<file path="config.mk">
export PLATFORM = sky130hd
export DESIGN_NAME = shift_reg_universal_flat
export DESIGN_NICKNAME = d
export VERILOG_FILES = /design/src/rtl/shift_reg_universal_pkg.sv /design/src/rtl/shift_reg_universal_if.sv /design/src/rtl/shift_reg_universal.sv /design/src/flat_wrapper.sv
export SDC_FILE = /design/constraint.sdc
export NUM_CORES = 1
export LEC_CHECK = 0
export CAP_MARGIN = 20
export CORE_UTILIZATION = 45
export CTS_BUF_LIST = sky130_fd_sc_hd__clkbuf_8
export DETAILED_ROUTE_END_ITERATION = 6
export PLACE_DENSITY = 0.9
export SLEW_MARGIN = 20
export SYNTH_ARGS = -nofsm -noshare
export SYNTH_HDL_FRONTEND = slang
export SYNTH_SLANG_ARGS = --single-unit
export TNS_END_PERCENT = 5
</file>
<file path="constraint.sdc">
create_clock -name clk -period 1.5 [get_ports clk]
set_input_delay 0.15 -clock clk [delete_from_list [all_inputs] [get_ports clk]]
set_output_delay 0.15 -clock clk [all_outputs]
set_load 0.01 [all_outputs]
</file>
<file path="src/rtl/shift_reg_universal_pkg.sv">
// shift_pkg: shared types and next-value logic for shift_reg_universal.
//   op_e    : 3-bit direct operation code (HOLD, LOAD, SHR, SHL, ROR, ROL, CLEAR, HOLD)
//   state_e : framed-transfer FSM states (IDLE, SHIFT, DONE)
//   shift_next() : combinational next register value for one operation,
//                  computed on a MAX_WIDTH-bit container and masked to the
//                  live register width.
package shift_pkg;

  // Largest register width the shared next-value function supports.
  localparam int unsigned MAX_WIDTH = 64;

  typedef enum logic [2:0] {
    OP_HOLD  = 3'd0,
    OP_LOAD  = 3'd1,
    OP_SHR   = 3'd2,
    OP_SHL   = 3'd3,
    OP_ROR   = 3'd4,
    OP_ROL   = 3'd5,
    OP_CLEAR = 3'd6,
    OP_HOLD7 = 3'd7
  } op_e;

  typedef enum logic [1:0] {
    S_IDLE  = 2'd0,
    S_SHIFT = 2'd1,
    S_DONE  = 2'd2
  } state_e;

  // The register lives in the low `width` bits of a MAX_WIDTH container.
  // Instead of indexing bit width-1 directly, a one-hot `top` vector marks
  // the register MSB so serial/rotate bits can be OR-ed into place.
  function automatic logic [MAX_WIDTH-1:0] shift_next(
    input op_e                  op,
    input logic [MAX_WIDTH-1:0] q,
    input logic [MAX_WIDTH-1:0] din,
    input logic                 sin,
    input int unsigned          width
  );
    logic [MAX_WIDTH-1:0] mask;
    logic [MAX_WIDTH-1:0] top;
    logic [MAX_WIDTH-1:0] r;
    logic                 q_msb;
    mask  = {MAX_WIDTH{1'b1}} >> (MAX_WIDTH - width);
    top   = MAX_WIDTH'(1) << (width - 1);
    q_msb = ((q & top) != '0);
    r     = q;
    case (op)
      OP_LOAD:  r = din;
      OP_SHR:   r = (q >> 1) | (sin  ? top : '0);
      OP_SHL:   r = (q << 1) | MAX_WIDTH'(sin);
      OP_ROR:   r = (q >> 1) | (q[0] ? top : '0);
      OP_ROL:   r = (q << 1) | MAX_WIDTH'(q_msb);
      OP_CLEAR: r = '0;
      default:  r = q;
    endcase
    return r & mask;
  endfunction

endpackage

</file>
<file path="src/rtl/shift_reg_universal_if.sv">
// shift_reg_universal_if: control/data bundle of the universal shift register.
//   en, op, start, sin, din : driven by the controlling side (master)
//   q, sout, busy, done     : driven by the shift register (slave)
interface shift_reg_universal_if #(
  parameter int unsigned WIDTH = 8
);
  logic             en;
  logic [2:0]       op;
  logic             start;
  logic             sin;
  logic [WIDTH-1:0] din;
  logic [WIDTH-1:0] q;
  logic             sout;
  logic             busy;
  logic             done;

  modport master (
    output en, op, start, sin, din,
    input  q, sout, busy, done
  );

  modport slave (
    input  en, op, start, sin, din,
    output q, sout, busy, done
  );
endinterface

</file>
<file path="src/rtl/shift_reg_universal.sv">
// shift_reg_universal: universal shift register with framed serial transfer.
//   clk   : rising-edge clock
//   reset : synchronous, active-high; clears q and returns to IDLE
//   bus   : shift_reg_universal_if slave port
//     en/op      direct operation (IDLE only, start low)
//     start      launch a WIDTH-bit frame: load din, then shift WIDTH times
//     sin        serial input, din parallel load data
//     q          register contents; sout serial output taken from q
//     busy       high while shifting; done one-cycle pulse after a frame
// Parameters: WIDTH (>=2), MSB_FIRST (0: frame shifts right, 1: shifts left).
module shift_reg_universal
  import shift_pkg::*;
#(
  parameter int unsigned WIDTH     = 8,
  parameter bit          MSB_FIRST = 1'b0
) (
  input  logic                  clk,
  input  logic                  reset,
  shift_reg_universal_if.slave  bus
);

  localparam int unsigned CW = (WIDTH > 2) ? $clog2(WIDTH) : 1;

  generate
    if (WIDTH < 2 || WIDTH > MAX_WIDTH) begin : g_bad_width
      $error("shift_reg_universal: WIDTH out of supported range");
    end
  endgenerate

  // Frame shift direction is fixed at elaboration.
  localparam op_e FRAME_OP = MSB_FIRST ? OP_SHL : OP_SHR;

  state_e           state, state_nxt;
  logic [WIDTH-1:0] q_r, q_nxt;
  logic [CW-1:0]    count, count_nxt;

  always_ff @(posedge clk) begin
    if (reset) begin
      state <= S_IDLE;
      q_r   <= '0;
      count <= '0;
    end else begin
      state <= state_nxt;
      q_r   <= q_nxt;
      count <= count_nxt;
    end
  end

  always_comb begin
    state_nxt = state;
    q_nxt     = q_r;
    count_nxt = count;
    case (state)
      S_IDLE: begin
        // start outranks any direct op presented on the same edge.
        if (bus.start) begin
          q_nxt     = bus.din;
          count_nxt = '0;
          state_nxt = S_SHIFT;
        end else if (bus.en) begin
          q_nxt = WIDTH'(shift_next(op_e'(bus.op), MAX_WIDTH'(q_r),
                                    MAX_WIDTH'(bus.din), bus.sin, WIDTH));
        end
      end
      S_SHIFT: begin
        q_nxt = WIDTH'(shift_next(FRAME_OP, MAX_WIDTH'(q_r),
                                  MAX_WIDTH'(bus.din), bus.sin, WIDTH));
        if (count == CW'(WIDTH - 1)) begin
          count_nxt = '0;
          state_nxt = S_DONE;
        end else begin
          count_nxt = count + 1'b1;
        end
      end
      S_DONE: begin
        state_nxt = S_IDLE;
      end
      default: begin
        state_nxt = S_IDLE;
      end
    endcase
  end

  assign bus.q    = q_r;
  assign bus.sout = MSB_FIRST ? q_r[WIDTH-1] : q_r[0];
  assign bus.busy = (state == S_SHIFT);
  assign bus.done = (state == S_DONE);

endmodule

</file>
<file path="src/flat_wrapper.sv">
// flat-port wrapper written by rule: the top's interface ports become plain ports
module shift_reg_universal_flat import shift_pkg::*;
#(
  parameter int unsigned WIDTH     = 8,
  parameter bit          MSB_FIRST = 1'b0
)
  (clk, reset, bus_en, bus_op, bus_start, bus_sin, bus_din, bus_q, bus_sout, bus_busy, bus_done);
  shift_reg_universal_if #(.WIDTH(WIDTH)) bus_i ();
  input  logic clk;
  input  logic reset;
  input wire logic [$bits(bus_i.en)-1:0] bus_en;
  input wire logic [$bits(bus_i.op)-1:0] bus_op;
  input wire logic [$bits(bus_i.start)-1:0] bus_start;
  input wire logic [$bits(bus_i.sin)-1:0] bus_sin;
  input wire logic [$bits(bus_i.din)-1:0] bus_din;
  output wire logic [$bits(bus_i.q)-1:0] bus_q;
  output wire logic [$bits(bus_i.sout)-1:0] bus_sout;
  output wire logic [$bits(bus_i.busy)-1:0] bus_busy;
  output wire logic [$bits(bus_i.done)-1:0] bus_done;
  assign bus_i.en = bus_en;
  assign bus_i.op = bus_op;
  assign bus_i.start = bus_start;
  assign bus_i.sin = bus_sin;
  assign bus_i.din = bus_din;
  assign bus_q = bus_i.q;
  assign bus_sout = bus_i.sout;
  assign bus_busy = bus_i.busy;
  assign bus_done = bus_i.done;
  shift_reg_universal #(.WIDTH(WIDTH), .MSB_FIRST(MSB_FIRST)) u_core (.clk(clk), .reset(reset), .bus(bus_i));
endmodule
</file>
==> impl_metrics.tcl, run 1 <==
set metrics [dict create \
    status "finished clean" \
    port_buffers 26 \
    grt_start_max_net_pins 17 \
    syn2layout_area_growth_pct 48.28 \
    cts.sinks 13 \
    rows 14 \
    drt_first_iter_violations 54 \
    antenna_cells 0 \
    min_period_ns 1.452 \
    mostFrequentLayoutCell "clkdlybuf4s50_1" \
    arrival_ns 1.30 \
    detail-route-antenna-nets 0 \
    fin_skew_ns 0.002088 \
    fmaxAchievable_ghz 0.6887 \
    cts-root-buf "clkbuf_8" \
    layout_setup_ws_ns 0.04797 \
    rsz0062_at_grt "false" \
    vias 789 \
    core-area_um2 1541 \
    hold_viol 0 \
    ios 27 \
    peakVddDrop_mv 0.9857 \
    path_class "flip-flop to primary output" \
    preCtsSetupSlack_ns -0.3151 \
    multi_input_area_um2 447.9 \
    place_congestion 0.7685 \
    drc_errors 0 \
    fp.dieH_um 43.22 \
    hpwlAfterDp_um 1422 \
    grt_pass1_vias 695 \
    final_cell_mix "22 x clkdlybuf4s50_1, 12 x dfxtp_1, 11 x nor2_1, 9 x buf_4" \
    cts_tree "built" \
    place_area_um2 1087 \
    ctsHoldBuffers 0 \
    rr_worst_depth 5 \
    post-route-period-util_pct 96.80 \
    fin_cells 132 \
    cp-start-kind "flip-flop" \
    fin_util_pct 73.54 \
    place_inst 128 \
    firstDrtPassIters 4 \
    fillCellCount 123 \
    antenna_found_initial 0 \
    tightest_slew_ns 0.4765 \
    clockBufferDepth 2 \
    insertion_delay_ns 0.24 \
    start_util_pct 49.59 \
    via_per_inst 5.977 \
    htreeDepth 1 \
    nets 135 \
    drive_gt1_share_pct 19.83 \
    netlist.area_leader.share_pct 34.04 \
    clkTransAtPathRegs_ns 0.06 \
    cts_made_buffers 3 \
    power_density_nw_per_um2 864.5 \
    regArea_um2 261.5 \
    grt-ovfl-total 0 \
    worstSetupEndpointType "primary output" \
    grt_pass1_wl_um 3070 \
    synthDistinctLibCells 34 \
    path_max_fanout 5 \
    critPathRequiredTime_ns 1.35 \
    post_cts_buffers 0 \
    routed_wirelength_um 1893 \
    die_area_um2 1868 \
    ys_seq_elements 13 \
    yosysWarnings 0 \
    synth-seq-area-share_pct 34.04 \
    relSlewSlack_pct 68.14 \
    setup_viol 0 \
    yosys.area.top_type "dfxtp_1" \
    maxCapViolations 0 \
    synthCells 81 \
    syn_area_um2 764.5 \
    maxSlewViolCount 0 \
    drt-wirelength-per-cell_um 14.34 \
    yosys-top-cells-area "dfxtp_1 34%, a222oi_1 7.9%, a211oi_1 5.9%" \
    grt_usage_pct 22.45 \
    syn_area_per_cell_um2 9.438 \
    syn_nets 99 \
    fin_area_um2 1134 \
    worst_hold_path_type "flip-flop to flip-flop" \
    die_w_um 43.22 \
    leakage_nw 0.4556 \
    hold_depth 1 \
]
## registers in the layout, summed over array words and instances, names as in the netlist
name / cells
u_core.state: 2
u_core.count: 3
u_core.bus.q: 8
## logic make-up after synthesis
family / Yosys count / synth area share, %
mux: 1 / 1.309
buf+inv: 8 / 7.364
compound gates: 32 / 34.37
fa+ha+maj: 2 / 3.273
xor+xnor: 1 / 2.128
simple gates: 24 / 17.51
flops: 13 / 34.04
## layer usage
| metal | vias to the layer above | track usage [%] | share of wire, % |
|---|---|---|---|
| li1 | 386 | - | - |
| met1 | 376 | 25.78 | 43 |
| met2 | 25 | 37.01 | 50 |
| met3 | 2 | 7.234 | 6.1 |
| met4 | 0 | 10.91 | 1.1 |
| met5 | - | 0 | 0 |
## power by group
| group | switching, mW | total, mW | internal [mW] |
|---|---|---|---|
| clock network | 0.134 | 0.317 | 0.184 |
| registers | 0.0298 | 0.402 | 0.372 |
| logic | 0.113 | 0.261 | 0.148 |
| total | 0.277 | 0.980 | 0.703 |
## final cells by class
cell class,instances,share of cell area (%)
Multi-Input combinational cell,60,39.51
Timing Repair Buffer,36,30.57
Sequential cell,13,23.07
Clock buffer,3,3.642
Tap cell,16,1.766
Inverter,3,0.9934
Clock inverter,1,0.4415
## worst paths after layout
| path | slack (ns) | end | from |
|---|---|---|---|
| worst max-delay path | 0.05 | bus_done | u_core.state[1]$_SDFFE_PP0P_ |
| worst min-delay path | 0.49 | u_core.state[0]$_SDFFE_PP0P_ | u_core.state[1]$_SDFFE_PP0P_ |
| worst max register to register | 0.10 | u_core.bus.q[1]$_SDFFE_PP0P_ | u_core.state[1]$_SDFFE_PP0P_ |
| worst min register to register | 0.49 | u_core.state[0]$_SDFFE_PP0P_ | u_core.state[1]$_SDFFE_PP0P_ |
## cell usage after synthesis
master,number
o21bai_1,1
ha_1,2
nand2b_1,1
mux2i_1,1
inv_2,1
o31ai_4,1
xnor2_2,1
a311oi_1,2
nand2_1,2
inv_1,2
buf_4,1
a222oi_1,6
nand3b_1,3
a21oi_1,4
nor2b_1,1
buf_6,3
o21ba_2,1
a22oi_1,2
o21ai_2,1
nor3_1,3
clkbuf_1,1
a21boi_0,1
nand2b_4,1
dfxtp_1,13
a31o_1,1
a211oi_1,6
nand3_1,1
a21oi_2,1
o211ai_1,1
nor3_4,1
a21o_1,1
o31ai_1,1
nor2_1,11
o21ai_0,2
## through the flow
step	total power [mW]	hold slack [ns]	setup TNS, ns
after global routing	1.024	0.5094	0
after global placement	0.6645	0.4839	-1.831
final	0.9800	0.4940	0
after floorplan	0.5368	0.2221	0
after detailed placement	0.6714	0.4914	-2.229
after CTS	0.9891	0.4920	0
## repair_timing
action / CTS / global route
endpoints found under the setup margin: 8 / 8
gates resized for setup: 4 / 1
pin swaps: 0 / 2
## worst max-delay path: stages (launching register included)
cell and delay [ns]:
dfxtp_1 0.38, nor2b_1 0.14, clkdlybuf4s50_1 0.54
Power figures use the tool's default switching activity.
==> run 2, diff against run 1 <==
--- a/config.mk
+++ b/config.mk
@@ -6,10 +6,11 @@
 export NUM_CORES = 1
 export LEC_CHECK = 0
 export CAP_MARGIN = 20
-export CORE_UTILIZATION = 45
-export CTS_BUF_LIST = sky130_fd_sc_hd__clkbuf_8
+export CELL_PAD_IN_SITES_DETAIL_PLACEMENT = 0
+export CELL_PAD_IN_SITES_GLOBAL_PLACEMENT = 1
+export CORE_UTILIZATION = 32
 export DETAILED_ROUTE_END_ITERATION = 6
-export PLACE_DENSITY = 0.9
+export PLACE_DENSITY = 0.87
 export SLEW_MARGIN = 20
 export SYNTH_ARGS = -nofsm -noshare
 export SYNTH_HDL_FRONTEND = slang
==> impl_metrics.tcl, run 2 (synthesis gave the netlist of run 1 again) <==
set metrics [dict create \
    die_w_um 50.88 \
    core-area_um2 2233 \
    power_density_nw_per_um2 765.5 \
    nets 135 \
    path_cells "clkdlybuf4s50_1" \
    ctsHoldBuffers 0 \
    critPathSlowestCell "clkdlybuf4s50_1" \
    syn2layout_area_growth_pct 50.74 \
    clkPwrFrac_pct 24.0 \
    worstSetupEndpointType "primary output" \
    rr_worst_depth 5 \
    m1WireLength_um 905 \
    r2r_slack_ns 0.14 \
    antenna_cells 0 \
    grt_usage_pct 15.82 \
    die_area_um2 2588 \
    antenna_found_initial 0 \
    path_max_fanout 4 \
    min_period_ns 1.398 \
    largest_reg_flops 8 \
    place_congestion 0.7977 \
    p_int_mw 0.6219 \
    via_per_inst 5.535 \
    cts-root-buf "clkbuf_4" \
    post_cts_buffers 0 \
    grt-ovfl-total 0 \
    maxCapViolations 0 \
    fp.dieH_um 50.88 \
    port_buffers 26 \
    post-route-period-util_pct 93.22 \
    detail-route-antenna-nets 0 \
    tightest_slew_ns 0.5044 \
    layout_setup_ws_ns 0.1017 \
    preCtsSetupSlack_ns -0.4450 \
    peakVddDrop_mv 0.5791 \
    vias 797 \
    firstDrtPassIters 5 \
    p_comb_share_pct 30.7 \
    htreeDepth 1 \
    cts_tree "built" \
    cp-start-kind "flip-flop" \
    hpwlAfterDp_um 1431 \
    grt_pass1_vias 667 \
    drive_gt1_share_pct 20.69 \
    fin_area_um2 1152 \
    clkTransAtPathRegs_ns 0.08 \
    path_delay_family "buffers and inverters" \
    start_util_pct 34.23 \
    drt_first_iter_violations 27 \
    fin_util_pct 51.60 \
    grt_pass1_wl_um 3022 \
    crit_end "bus_q[7]" \
    drt-wirelength-per-cell_um 13.75 \
    relSlewSlack_pct 66.27 \
    place_area_um2 1082 \
    arrival_ns 1.25 \
    dr_wl_met3_um 97 \
    grt_start_max_net_pins 17 \
    mostFrequentLayoutCell "clkdlybuf4s50_1" \
    p_seq_share_pct 45.3 \
    route.met2.wl_um 968 \
    routed_wirelength_um 1980 \
    fin_skew_ns 0.003360 \
    rows 17 \
    critPathRequiredTime_ns 1.35 \
    path_buf_inv 1 \
    setup_viol 0 \
    r2r_start "u_core.state[1]$_SDFFE_PP0P_" \
    path_class "flip-flop to primary output" \
    maxSlewViolCount 0 \
    fmaxAchievable_ghz 0.7152 \
    rsz0062_at_grt "false" \
    place_inst 139 \
    leakage_nw 0.4719 \
    top_layer_used "met4" \
    p_sw_share_pct 29.50 \
    ios 27 \
    cp_slowest_stage_delay_ns 0.56 \
    rr_endpoint "u_core.bus.q[4]$_SDFFE_PP0P_" \
    hold_viol 0 \
    status "finished clean" \
    final_cell_mix "20 x clkdlybuf4s50_1, 13 x dfxtp_1, 11 x nor2_1, 9 x buf_4" \
    cts.sinks 13 \
    crit_cells 1 \
    cts_made_buffers 3 \
    worstSetupStartpoint "u_core.bus.q[7]$_SDFFE_PP0P_" \
    fin_cells 144 \
    insertion_delay_ns 0.27 \
    drc_errors 0 \
    clockBufferDepth 2 \
    setup_tns_ns 0 \
    power.switching_mw 0.2602 \
    worst_hold_path_type "input port to flip-flop" \
    fillCellCount 218 \
]
-- run 2: cell types whose count changed in the layout (fill, tap and decap cells not counted), sizes merged --
cell / delta
o21ai: +1
buf: -1
clkdlybuf4s50: -2
dlymetal6s2s: +2
clkinv: -1
clkbuf: +1
-- run 2: worst min path at each step --
| stage | start | end | slack [ns] | cells after the start |
|---|---|---|---|---|
| global placement | u_core.count[2]$_SDFFE_PP0P_ | u_core.count[2]$_SDFFE_PP0P_ | 0.49 | 2 |
| floorplan | reset | u_core.bus.q[0]$_SDFFE_PP0P_ | 0.22 | 1 |
| finish | bus_start | u_core.state[0]$_SDFFE_PP0P_ | 0.31 | 3 |
| CTS | bus_sin | u_core.bus.q[7]$_SDFFE_PP0P_ | 0.50 | 3 |
| detailed placement | u_core.state[1]$_SDFFE_PP0P_ | u_core.state[0]$_SDFFE_PP0P_ | 0.49 | 1 |
| global route | bus_start | u_core.state[0]$_SDFFE_PP0P_ | 0.32 | 3 |
-- run 2: power groups by stage --
| stage | logic, mW | clock network, mW | registers, mW |
|---|---|---|---|
| finish | 0.271 | 0.212 | 0.399 |
| global route | 0.291 | 0.251 | 0.403 |
| CTS | 0.259 | 0.226 | 0.399 |
| detailed placement | 0.258 | 0 | 0.407 |
| global placement | 0.254 | 0 | 0.407 |
| floorplan | 0.125 | 0 | 0.412 |
-- run 2: timing repair --
item,in CTS,in global routing
pin swaps,0,4
resized for setup,4,7
setup endpoints to repair,10,8
gates cloned,0,1
-- run 2: per-stage QoR --
| stage | power (mW) | hold WS (ns) |
|---|---|---|
| 2_1_floorplan | 0.5368 | 0.2221 |
| 3_3_place_gp | 0.6610 | 0.4866 |
| 3_5_place_dp | 0.6658 | 0.4876 |
| 4_1_cts | 0.8843 | 0.4982 |
| 5_1_grt | 0.9448 | 0.3150 |
| 6_report | 0.8821 | 0.3073 |
-- run 2: area by class of cell --
type | instances | area [um2] | area share (%)
repair buffers | 35 | 331.6 | 28.77
well taps | 28 | 35.03 | 3.040
multi-input cells | 61 | 488.0 | 42.35
flip-flops and latches | 13 | 260.3 | 22.58
inverters | 3 | 11.26 | 0.9772
clock buffers | 4 | 26.28 | 2.280
-- run 2: layer usage --
metal / vias to the layer above / GRT usage, %
met5: - / 0
met4: 0 / 4.167
met3: 2 / 4.464
met2: 26 / 26.89
met1: 382 / 19.49
li1: 387 / -
